File: config.mk
export PLATFORM = sky130hd
export DESIGN_NAME = keypad_scan_ctrl
export DESIGN_NICKNAME = d
export VERILOG_FILES = /design/src/rtl/keypad_pkg.sv /design/src/rtl/sync_2ff.sv /design/src/rtl/keypad_scan_ctrl.sv
export SDC_FILE = /design/constraint.sdc
export NUM_CORES = 1
export LEC_CHECK = 0
export ABC_AREA = 0
export BUFFER_PORTS_ARGS = -buffer_cell sky130_fd_sc_hd__buf_2
export CORE_ASPECT_RATIO = 2
export CORE_MARGIN = 10
export CORE_UTILIZATION = 49
export DETAILED_ROUTE_END_ITERATION = 10
export HOLD_SLACK_MARGIN = 0.06
export PLACE_DENSITY = 0.66
export SKIP_CTS_REPAIR_TIMING = 1
export SLEW_MARGIN = 30
export SYNTH_ARGS = -nofsm -noshare
export SYNTH_HDL_FRONTEND = slang
export SYNTH_HIERARCHICAL = 1
export SYNTH_SLANG_ARGS = --single-unit
File: constraint.sdc
create_clock -name clk -period 5.6 [get_ports clk]
set_clock_uncertainty 0.1 [all_clocks]
set_input_delay 0.84 -clock clk [delete_from_list [all_inputs] [get_ports clk]]
set_output_delay 0.84 -clock clk [all_outputs]
set_load 0.005 [all_outputs]
File: src/rtl/keypad_pkg.sv
// Shared types and key-legend lookup for the 4x4 keypad scan controller.
package keypad_pkg;

    localparam int unsigned NUM_ROWS = 4;
    localparam int unsigned NUM_COLS = 4;
    localparam int unsigned ROW_W    = 2;
    localparam int unsigned COL_W    = 2;

    typedef enum logic [1:0] {
        SCAN     = 2'd0,
        DEBOUNCE = 2'd1,
        PRESSED  = 2'd2,
        RELEASE  = 2'd3
    } state_t;

    typedef struct packed {
        logic [ROW_W-1:0] r;
        logic [COL_W-1:0] c;
    } key_pos_t;

    // Hex digit printed on the key at a given matrix position (* = E, # = F).
    function automatic logic [3:0] hex_map(input key_pos_t k);
        logic [3:0] code;
        case ({k.r, k.c})
            4'h0: code = 4'h1;
            4'h1: code = 4'h2;
            4'h2: code = 4'h3;
            4'h3: code = 4'hA;
            4'h4: code = 4'h4;
            4'h5: code = 4'h5;
            4'h6: code = 4'h6;
            4'h7: code = 4'hB;
            4'h8: code = 4'h7;
            4'h9: code = 4'h8;
            4'hA: code = 4'h9;
            4'hB: code = 4'hC;
            4'hC: code = 4'hE;
            4'hD: code = 4'h0;
            4'hE: code = 4'hF;
            default: code = 4'hD;
        endcase
        return code;
    endfunction

endpackage

File: src/rtl/sync_2ff.sv
// Two-flop synchronizer for asynchronous level inputs, per-bit, with a
// configurable reset value so idle-high pins do not glitch out of reset.
module sync_2ff #(
    parameter int unsigned           WIDTH     = 1,
    parameter logic [WIDTH-1:0]      RESET_VAL = '0
) (
    input  logic             i_clk,
    input  logic             i_rst_n,
    input  logic [WIDTH-1:0] i_d,
    output logic [WIDTH-1:0] o_q
);

    logic [WIDTH-1:0] r_meta;
    logic [WIDTH-1:0] r_sync;

    always_ff @(posedge i_clk or negedge i_rst_n) begin
        if (!i_rst_n) begin
            r_meta <= RESET_VAL;
            r_sync <= RESET_VAL;
        end else begin
            r_meta <= i_d;
            r_sync <= r_meta;
        end
    end

    assign o_q = r_sync;

endmodule

File: src/rtl/keypad_scan_ctrl.sv
// 4x4 keypad scanner: active-low row drive, debounced single-key lock-on,
// one key_valid strobe per press. KEYPAD_HEX_MAP_EN selects legend codes.
module keypad_scan_ctrl
    import keypad_pkg::*;
#(
    parameter int unsigned SCAN_DIV   = 1000,
    parameter int unsigned DEB_CYCLES = 20000
) (
    input  logic       clk,
    input  logic       reset,
    input  logic [3:0] cols,
    output logic [3:0] rows,
    output logic [3:0] key_code,
    output logic       key_valid,
    output logic       key_held
);

    localparam int unsigned DWELL_W = $clog2(SCAN_DIV) + 1;
    localparam int unsigned DEB_W   = $clog2(DEB_CYCLES) + 1;
    localparam logic [DWELL_W-1:0] DWELL_LAST = DWELL_W'(SCAN_DIV - 1);
    localparam logic [DEB_W-1:0]   DEB_LAST   = DEB_W'(DEB_CYCLES - 1);

    state_t               r_state;
    logic [ROW_W-1:0]     r_row;
    logic [NUM_ROWS-1:0]  r_rows;
    logic [DWELL_W-1:0]   r_dwell;
    logic [DEB_W-1:0]     r_deb;
    key_pos_t             r_cand;
    logic [3:0]           r_key_code;
    logic                 r_key_valid;
    logic                 r_key_held;

    state_t               w_state_nxt;
    logic [ROW_W-1:0]     w_row_nxt;
    logic [DWELL_W-1:0]   w_dwell_nxt;
    logic [DEB_W-1:0]     w_deb_nxt;
    key_pos_t             w_cand_nxt;
    logic [3:0]           w_key_code_nxt;
    logic                 w_key_valid_nxt;
    logic                 w_key_held_nxt;

    logic [NUM_COLS-1:0]  w_cols_sync;
    logic [NUM_COLS-1:0]  w_col_act;
    logic [NUM_COLS-1:0]  w_cand_oh;
    logic                 w_single;
    logic [COL_W-1:0]     w_col_idx;

    sync_2ff #(
        .WIDTH     (NUM_COLS),
        .RESET_VAL ({NUM_COLS{1'b1}})
    ) u_col_sync (
        .i_clk   (clk),
        .i_rst_n (reset),
        .i_d     (cols),
        .o_q     (w_cols_sync)
    );

    assign w_col_act = ~w_cols_sync;
    assign w_cand_oh = NUM_COLS'(1) << r_cand.c;
    // Exactly one active column; multi-key patterns are treated as no key.
    assign w_single  = (w_col_act != '0) &&
                       ((w_col_act & (w_col_act - NUM_COLS'(1))) == '0);

    always_comb begin
        w_col_idx = '0;
        case (w_col_act)
            4'b0010: w_col_idx = 2'd1;
            4'b0100: w_col_idx = 2'd2;
            4'b1000: w_col_idx = 2'd3;
            default: w_col_idx = 2'd0;
        endcase
    end

    always_ff @(posedge clk or negedge reset) begin
        if (!reset) begin
            r_state <= SCAN;
        end else begin
            r_state <= w_state_nxt;
        end
    end

    always_comb begin
        w_state_nxt     = r_state;
        w_row_nxt       = r_row;
        w_dwell_nxt     = r_dwell;
        w_deb_nxt       = r_deb;
        w_cand_nxt      = r_cand;
        w_key_code_nxt  = r_key_code;
        w_key_valid_nxt = 1'b0;
        w_key_held_nxt  = r_key_held;
        case (r_state)
            SCAN: begin
                if (r_dwell >= DWELL_LAST) begin
                    w_dwell_nxt = '0;
                    if (w_single) begin
                        w_cand_nxt.r = r_row;
                        w_cand_nxt.c = w_col_idx;
                        w_deb_nxt    = '0;
                        w_state_nxt  = DEBOUNCE;
                    end else begin
                        w_row_nxt = r_row + ROW_W'(1);
                    end
                end else begin
                    w_dwell_nxt = r_dwell + DWELL_W'(1);
                end
            end
            DEBOUNCE: begin
                if (w_col_act == w_cand_oh) begin
                    if (r_deb >= DEB_LAST) begin
                        w_state_nxt = PRESSED;
                    end else begin
                        w_deb_nxt = r_deb + DEB_W'(1);
                    end
                end else begin
                    w_state_nxt = SCAN;
                    w_row_nxt   = r_row + ROW_W'(1);
                    w_dwell_nxt = '0;
                end
            end
            PRESSED: begin
`ifdef KEYPAD_HEX_MAP_EN
                w_key_code_nxt = hex_map(r_cand);
`else
                w_key_code_nxt = {r_cand.r, r_cand.c};
`endif
                w_key_valid_nxt = 1'b1;
                w_key_held_nxt  = 1'b1;
                w_deb_nxt       = '0;
                w_state_nxt     = RELEASE;
            end
            RELEASE: begin
                // Any column activity restarts the release window.
                if (w_col_act == '0) begin
                    if (r_deb >= DEB_LAST) begin
                        w_key_held_nxt = 1'b0;
                        w_state_nxt    = SCAN;
                        w_row_nxt      = r_row + ROW_W'(1);
                        w_dwell_nxt    = '0;
                    end else begin
                        w_deb_nxt = r_deb + DEB_W'(1);
                    end
                end else begin
                    w_deb_nxt = '0;
                end
            end
            default: begin
                w_state_nxt = SCAN;
            end
        endcase
    end

    always_ff @(posedge clk or negedge reset) begin
        if (!reset) begin
            r_row       <= '0;
            r_rows      <= 4'b1110;
            r_dwell     <= '0;
            r_deb       <= '0;
            r_cand      <= '0;
            r_key_code  <= '0;
            r_key_valid <= 1'b0;
            r_key_held  <= 1'b0;
        end else begin
            r_row       <= w_row_nxt;
            r_rows      <= ~(NUM_ROWS'(1) << w_row_nxt);
            r_dwell     <= w_dwell_nxt;
            r_deb       <= w_deb_nxt;
            r_cand      <= w_cand_nxt;
            r_key_code  <= w_key_code_nxt;
            r_key_valid <= w_key_valid_nxt;
            r_key_held  <= w_key_held_nxt;
        end
    end

    assign rows      = r_rows;
    assign key_code  = r_key_code;
    assign key_valid = r_key_valid;
    assign key_held  = r_key_held;

endmodule

Yosys cells after proc, flatten, opt, wreduce, memory -nomap -nowiden. Cells that the tools add are included.

Order comparisons: 2. Add/sub/neg operators: 4. Eq/ne operators: 14. Multiplexer cells: 29. Bitwise gates (word level): 3. Reduce and logical (&&, ||, !) cells: 12. Shift operators: 2.

Operator list (number): 16-bit 2-to-1 mux (5); 16-bit case mux with 4 select lines (1); 11-bit 2-to-1 mux (4); 11-bit case mux with 3 select lines (1); 2-bit 2-to-1 mux (11); 16-bit by 1-bit adder with 16-bit output, second input constant (1); 16-bit by 15-bit greater-or-equal comparator with 1-bit output, second input constant (1); 2-bit inequality test, second input constant (6); 2-bit case mux with 3 select lines (2); 11-bit by 1-bit adder with 11-bit output, second input constant (1); 11-bit by 10-bit greater-or-equal comparator with 1-bit output, second input constant (1); 3-bit AND reduction (3); 4-bit logical NOT (2); 4-bit NOT (2); 2-bit case mux with 4 select lines (1); 1-bit by 2-bit << shifter with 4-bit output, first input constant (2); 5-bit AND reduction (1); 4-bit AND (1); 2-bit equality test, second input constant (2); 4-bit by 2-bit equality test with 1-bit output, second input constant (1); 4-bit by 3-bit equality test with 1-bit output, second input constant (1); 4-bit equality test (1); 4-bit equality test, second input constant (1); 4-bit AND reduction (1); other kinds (11) (13).

Input port bits: 6. Output and inout port bits: 10. Flip-flop bits (word level): 53. Word-level logic and storage cells: 78.

Logic depth before layout (Yosys ltp).
Depth after elaboration: 10. Gate-level depth with buffers: 8. Gate-level depth less buffers: 7.

Hierarchy. The synthesis kept the hierarchy.

By module, submodules not included: keypad_scan_ctrl (cells an instance 253, instances 1, sequential area each 1129.8 µm², area an instance 2529.9 µm²); sync_2ff (cells an instance 8, instances 1, sequential area each 210.2 µm², area an instance 210.2 µm²).

Least setup slack after synthesis. Ideal clock, no wire load.

Path kind: register to register. Start point: reg u_col_sync.r_sync[1], in the netlist u_col_sync/o_q[1]. End point: reg r_rows[2], in the netlist rows[2]. Library setup time: 0.080 ns. Arrival time: 1.912 ns. Cell stages (with the launch flop): 8. Slack: 3.508 ns. Period minus slack after synthesis: 2.092 ns. Required time: 5.420 ns. Path buffers: 1. Cell sequence: dfstp_2 -> buf_4 -> and4b_2 -> a211oi_4 -> inv_2 -> o311ai_4 -> nand2_1 -> o22a_1.

Cells in the longest elaborated chain, start to end: 10. Elaborated cells between the ends (all ways): 15. Classes of those cells: add/sub: 1; eq/ne: 1; shift: 1; mux: 5; bitwise: 3; reduce/logical: 4.

Ends and longest elaborated chain: start: declaration (RTL line sync_2ff.sv:14) `logic [WIDTH-1:0] r_sync;`; start signal: assignment (RTL line sync_2ff.sv:22) `r_sync <= r_meta;`; 4-bit NOT * (RTL line keypad_scan_ctrl.sv:58) `assign w_col_act = ~w_cols_sync;`; 4-bit by 1-bit subtractor with 4-bit output (RTL line keypad_scan_ctrl.sv:62) `((w_col_act & (w_col_act - NUM_COLS'(1))) == '0);`; 4-bit AND (RTL line keypad_scan_ctrl.sv:62); 4-bit logical NOT (RTL line keypad_scan_ctrl.sv:62); 1-bit logical AND (RTL line keypad_scan_ctrl.sv:61) `assign w_single = (w_col_act != '0) &&`; 2-bit 2-to-1 mux (RTL line keypad_scan_ctrl.sv:95) `if (w_single) begin`; 2-bit 2-to-1 mux (RTL line keypad_scan_ctrl.sv:93) `if (r_dwell >= DWELL_LAST) begin`; 2-bit case mux with 3 select lines * (RTL line keypad_scan_ctrl.sv:91) `case (r_state)`; 1-bit by 2-bit << shifter with 4-bit output * (RTL line keypad_scan_ctrl.sv:164) `r_rows <= ~(NUM_ROWS'(1) << w_row_nxt);`; 4-bit NOT * (RTL line keypad_scan_ctrl.sv:164); end signal: assignment (RTL line keypad_scan_ctrl.sv:164); end: declaration (RTL line keypad_scan_ctrl.sv:25) `logic [NUM_ROWS-1:0] r_rows;`.

Every way passes the cells marked *; elsewhere a longest branch is shown, timed or not. A chain may end at the register's enable or synchronous reset.

Final worst setup path.
Start point: reg r_deb[0]. End point: reg r_deb[13].

Cells in the longest elaborated chain, start to end: 4. Elaborated cells between the ends (all ways): 6. Classes of those cells: add/sub: 1; order compare: 1; mux: 4.

Ends and longest elaborated chain: start: declaration (RTL line keypad_scan_ctrl.sv:27) `logic [DEB_W-1:0] r_deb;`; start signal: assignment (RTL line keypad_scan_ctrl.sv:166) `r_deb <= w_deb_nxt;`; 16-bit by 1-bit adder with 16-bit output or 16-bit by 15-bit greater-or-equal comparator with 1-bit output (tied branches); 16-bit 2-to-1 mux * (RTL line keypad_scan_ctrl.sv:109, keypad_scan_ctrl.sv:134); 16-bit 2-to-1 mux, on equally long branches (RTL line keypad_scan_ctrl.sv:133, keypad_scan_ctrl.sv:108); 16-bit case mux with 4 select lines * (RTL line keypad_scan_ctrl.sv:91).

Every way passes the cells marked *; elsewhere a longest branch is shown, timed or not. The select of a mux whose other input is x is not followed.

==> Implementation_results.wiki <==
{| class="wikitable"
! Metric !! Value
|-
| Number of I/O port buffers || 15
|-
| Number of cells on the worst hold path || 0
|-
| Deepest level of the CTS H-tree || 2
|-
| Remaining global-route overflow || 0
|-
| Worst-path maximum fanout || 15
|-
| FP Rows || 38
|-
| Crit-path cells || ha_1 -> nand4_1 -> a21boi_2 -> o22ai_4 -> nand4_4 -> or4_1 -> a21oi_1
|-
| Final count of hold timing violations || 0
|-
| Async SR Flop Fraction || 100%
|-
| Number of buffers and inverters on the critical path || 0
|-
| Capturing point of the worst reg2reg path || r_deb[13]
|-
| Vias in the first global route || 2004
|-
| Clock latency on the worst-skew pair || 0.31 ns
|-
| Total clock buffers created by CTS || 5
|-
| Critical path capture point type || flip-flop
|-
| Global-route wire length before repair || 9.62 mm
|-
| Number of remaining DRC errors || 0
|-
| Clock tree from TritonCTS || built
|-
| Unrepaired setup endpoints after global routing || false
|-
| Status || finished, final reports clean
|-
| Clk sinks || 53
|-
| Number of storage elements in the synthesis netlist || 53
|-
| Startpoint of the tightest hold check path || u_col_sync/r_meta[3]
|-
| Max-cap violations || 0
|-
| Total number of vias || 2018
|-
| Layout fillers || 518
|-
| Reg2Reg Depth || 7
|-
| Area overhead of the layout relative to synthesis || 7.26%
|-
| Power density over the cells || 228 nW/um2
|-
| Period Utilization, post-route || 42.9%
|-
| Synthesis Warnings || 6
|-
| Seq. cell area || 1340 um2
|-
| Arrival time of the worst setup path || 2.54 ns
|-
| R2R setup slack || 3.20 ns
|-
| Remaining max-slew budget at the tightest pin || 45.6%
|-
| Placeable core region || 5420 um2
|-
| Family with the most delay on the worst path || simple AND/OR/NAND/NOR gates
|-
| Post-Syn Nets || 269
|-
| Initial DRC Count || 118
|-
| Synth Area per Inst || 10.5 um2
|-
| Number of diodes added for antenna fixing || 0
|-
| Maximum buffer depth of the clock tree || 2
|-
| Detailed Place HPWL || 4.09 mm
|-
| Antenna violations before repair || 0
|-
| I/O pin total || 16
|-
| Hold_ws || 0.259 ns
|-
| Max-slew violation count || 0
|-
| All-layer global routing usage || 12.8%
|-
| Register clock-pin slew on the reported worst setup and hold paths || 0.09 ns
|-
| Routed Antenna Nets || 0
|-
| Number of enable flip-flop cells after synthesis || 0
|-
| Fmax || 417 MHz
|-
| Post-synth top flop || sky130_fd_sc_hd__dfrtp_1
|-
| Largest net degree at the start of global routing || 54
|-
| Setup CP Type || flip-flop to flip-flop
|-
| Total standard cell area after synthesis || 2740 um2
|-
| Slowest stage cell on the critical path || sky130_fd_sc_hd__or4_1
|-
| Synth unique cells || 63
|-
| Setup-violating endpoint count in the final report || 0
|-
| Placer Congestion || 0.861
|-
| DR WL/cell || 16.7 um
|-
| Lkg Pwr || 1.26 nW
|-
| Sequential-to-total area share from yosys stat || 48.9%
|-
| Proportion of layout cells with a drive suffix above 1 || 24.0%
|-
| Routed via count divided by cell count || 6.02
|-
| Crit start category || flip-flop
|-
| Synthesized netlist cell count || 261
|-
| Endpoint of the worst hold-timing path || u_col_sync/o_q[3]
|-
| Clock tree root driver cell || sky130_fd_sc_hd__clkbuf_8
|-
| Worst path required time || 5.74 ns
|-
| DIE HEIGHT || 126 um
|-
| Starting density of the core || 50.6%
|-
| Dominant cell type by area after synthesis || sky130_fd_sc_hd__dfrtp_1
|-
| Path class of the lowest-slack min-delay path || flip-flop to flip-flop
|-
| Area of the multi-input gates || 1280 um2
|-
| Width of the die || 72.9 um
|-
| Worst-margin pin slew || 0.812 ns
|-
| CP max stage delay || 0.52 ns
|-
| DIE AREA || 9160 um2
|-
| Accumulated negative setup slack || 0 ns
|-
| Share of the synthesized area in the top cell type || 38.4%
|-
| Final net count || 282
|-
| Top cells by area, synth || sky130_fd_sc_hd__dfrtp_1 (38%), sky130_fd_sc_hd__dfstp_2 (11%), sky130_fd_sc_hd__a21oi_1 (3.8%)
|-
| WL final || 5.59 mm
|-
| Shortest period the worst path allows || 2.40 ns
|-
| Startpoint of the worst-slack reg-to-reg timing path || r_deb[0]
|-
| Peak VDD IR || 0.194 mV
|-
| Router iterations before antenna repair || 4
|}
[cell usage in the layout, fill, tap and decap left out, drive strengths merged, types with 3 or more instances in the layout]
| cell type | count |
|---|---|
| or3 | 8 |
| mux2 | 6 |
| dfrtp | 42 |
| nand3 | 13 |
| o21ai | 12 |
| dfstp | 11 |
| inv | 12 |
| nand2 | 19 |
| or4 | 6 |
| o21a | 3 |
| buf | 16 |
| o22ai | 5 |
| nor2 | 18 |
| a21boi | 3 |
| and2 | 4 |
| xor2 | 3 |
| o31ai | 6 |
| o211ai | 4 |
| nand2b | 4 |
| a21oi | 21 |
| xnor2 | 5 |
| and3 | 5 |
| nand4 | 9 |
| clkbuf | 6 |
[state kept, by name, indices dropped and copies added, names as in the netlist, 2 cells and up, named ones only]
name               count
r_cand                 4
key_code               4
r_row                  2
rows                   4
r_deb                 16
u_col_sync/o_q         4
r_dwell               11
u_col_sync/r_meta      4
[synthesized netlist by cell type (4+ instances only)]
cell type,count
sky130_fd_sc_hd__dfrtp_1,42
sky130_fd_sc_hd__a21oi_1,21
sky130_fd_sc_hd__nor2_1,18
sky130_fd_sc_hd__nand2_1,17
sky130_fd_sc_hd__nand3_1,13
sky130_fd_sc_hd__dfstp_2,11
sky130_fd_sc_hd__inv_1,11
sky130_fd_sc_hd__o21ai_0,10
sky130_fd_sc_hd__nand4_1,8
sky130_fd_sc_hd__or3_1,8
sky130_fd_sc_hd__mux2_2,6
sky130_fd_sc_hd__o31ai_1,6
sky130_fd_sc_hd__or4_1,6
sky130_fd_sc_hd__xnor2_1,5
sky130_fd_sc_hd__and3_1,4
sky130_fd_sc_hd__nand2b_1,4
sky130_fd_sc_hd__o22ai_1,4
[where the power goes]
part | internal (W) | leakage (nW) | total (W) | switching, W
Sequential | 0.000388 | 0.688 | 0.000392 | 0.00000385
Clock | 0.000134 | 0.0554 | 0.000259 | 0.000124
Combinational | 0.00000596 | 0.516 | 0.0000192 | 0.0000132
Total | 0.000528 | 1.26 | 0.000670 | 0.000142
[layer usage]
| layer | wire length (um) | share of wire, % | GRT usage (%) |
|---|---|---|---|
| met4 | 98 | 1.8 | 5.62 |
| met3 | 135 | 2.4 | 2.20 |
| met5 | 0 | 0 | 0 |
| met2 | 3200 | 57 | 23.5 |
| met1 | 2150 | 38 | 13.5 |
[per-stage QoR]
step / total power (W) / instance area [um2] / setup WS (ns) / cells / utilization (%)
finish: 0.000670 / 2940 / 3.20 / 335 / 54.2
global route: 0.000696 / 2940 / 3.03 / 335 / 54.2
CTS: 0.000680 / 2940 / 3.18 / 335 / 54.2
detailed placement: 0.000419 / 2830 / 3.22 / 327 / 52.2
global placement: 0.000418 / 2830 / 3.23 / 327 / 52.2
floorplan: 0.000409 / 2740 / 3.51 / 261 / -
[area by class of cell]
type	count	area share, %
flip-flops and latches	53	45.6
multi-input cells	186	43.7
repair buffers	16	2.81
well taps	60	2.55
clock buffers	6	2.47
inverters	12	1.53
clock inverters	2	1.32
[worst max-delay path by stage]
stage,startpoint,end,slack (ns),depth (start not counted)
after global routing,r_deb[0],r_deb[13],3.03,7
after floorplan,u_col_sync/o_q[1],rows[2],3.51,7
after detailed placement,r_deb[0],r_deb[13],3.22,7
after global placement,r_deb[0],r_deb[13],3.23,7
after CTS,r_deb[0],r_deb[13],3.18,7
final,r_deb[0],r_deb[13],3.20,7
[logic make-up (layout without fill, tap and decap cells)]
family	Yosys count	count (layout)	share of synthesized area [%]
muxes	7	7	2.83
and+or+nand+nor	103	103	22.7
xor gates and xnor gates	8	8	2.83
DFF	53	53	48.9
adders and majority gates	2	2	0.913
buffers and inverters	22	36	4.20
AOI/OAI and AO/OA	66	66	17.6
(Power assumes the default switching activity.)
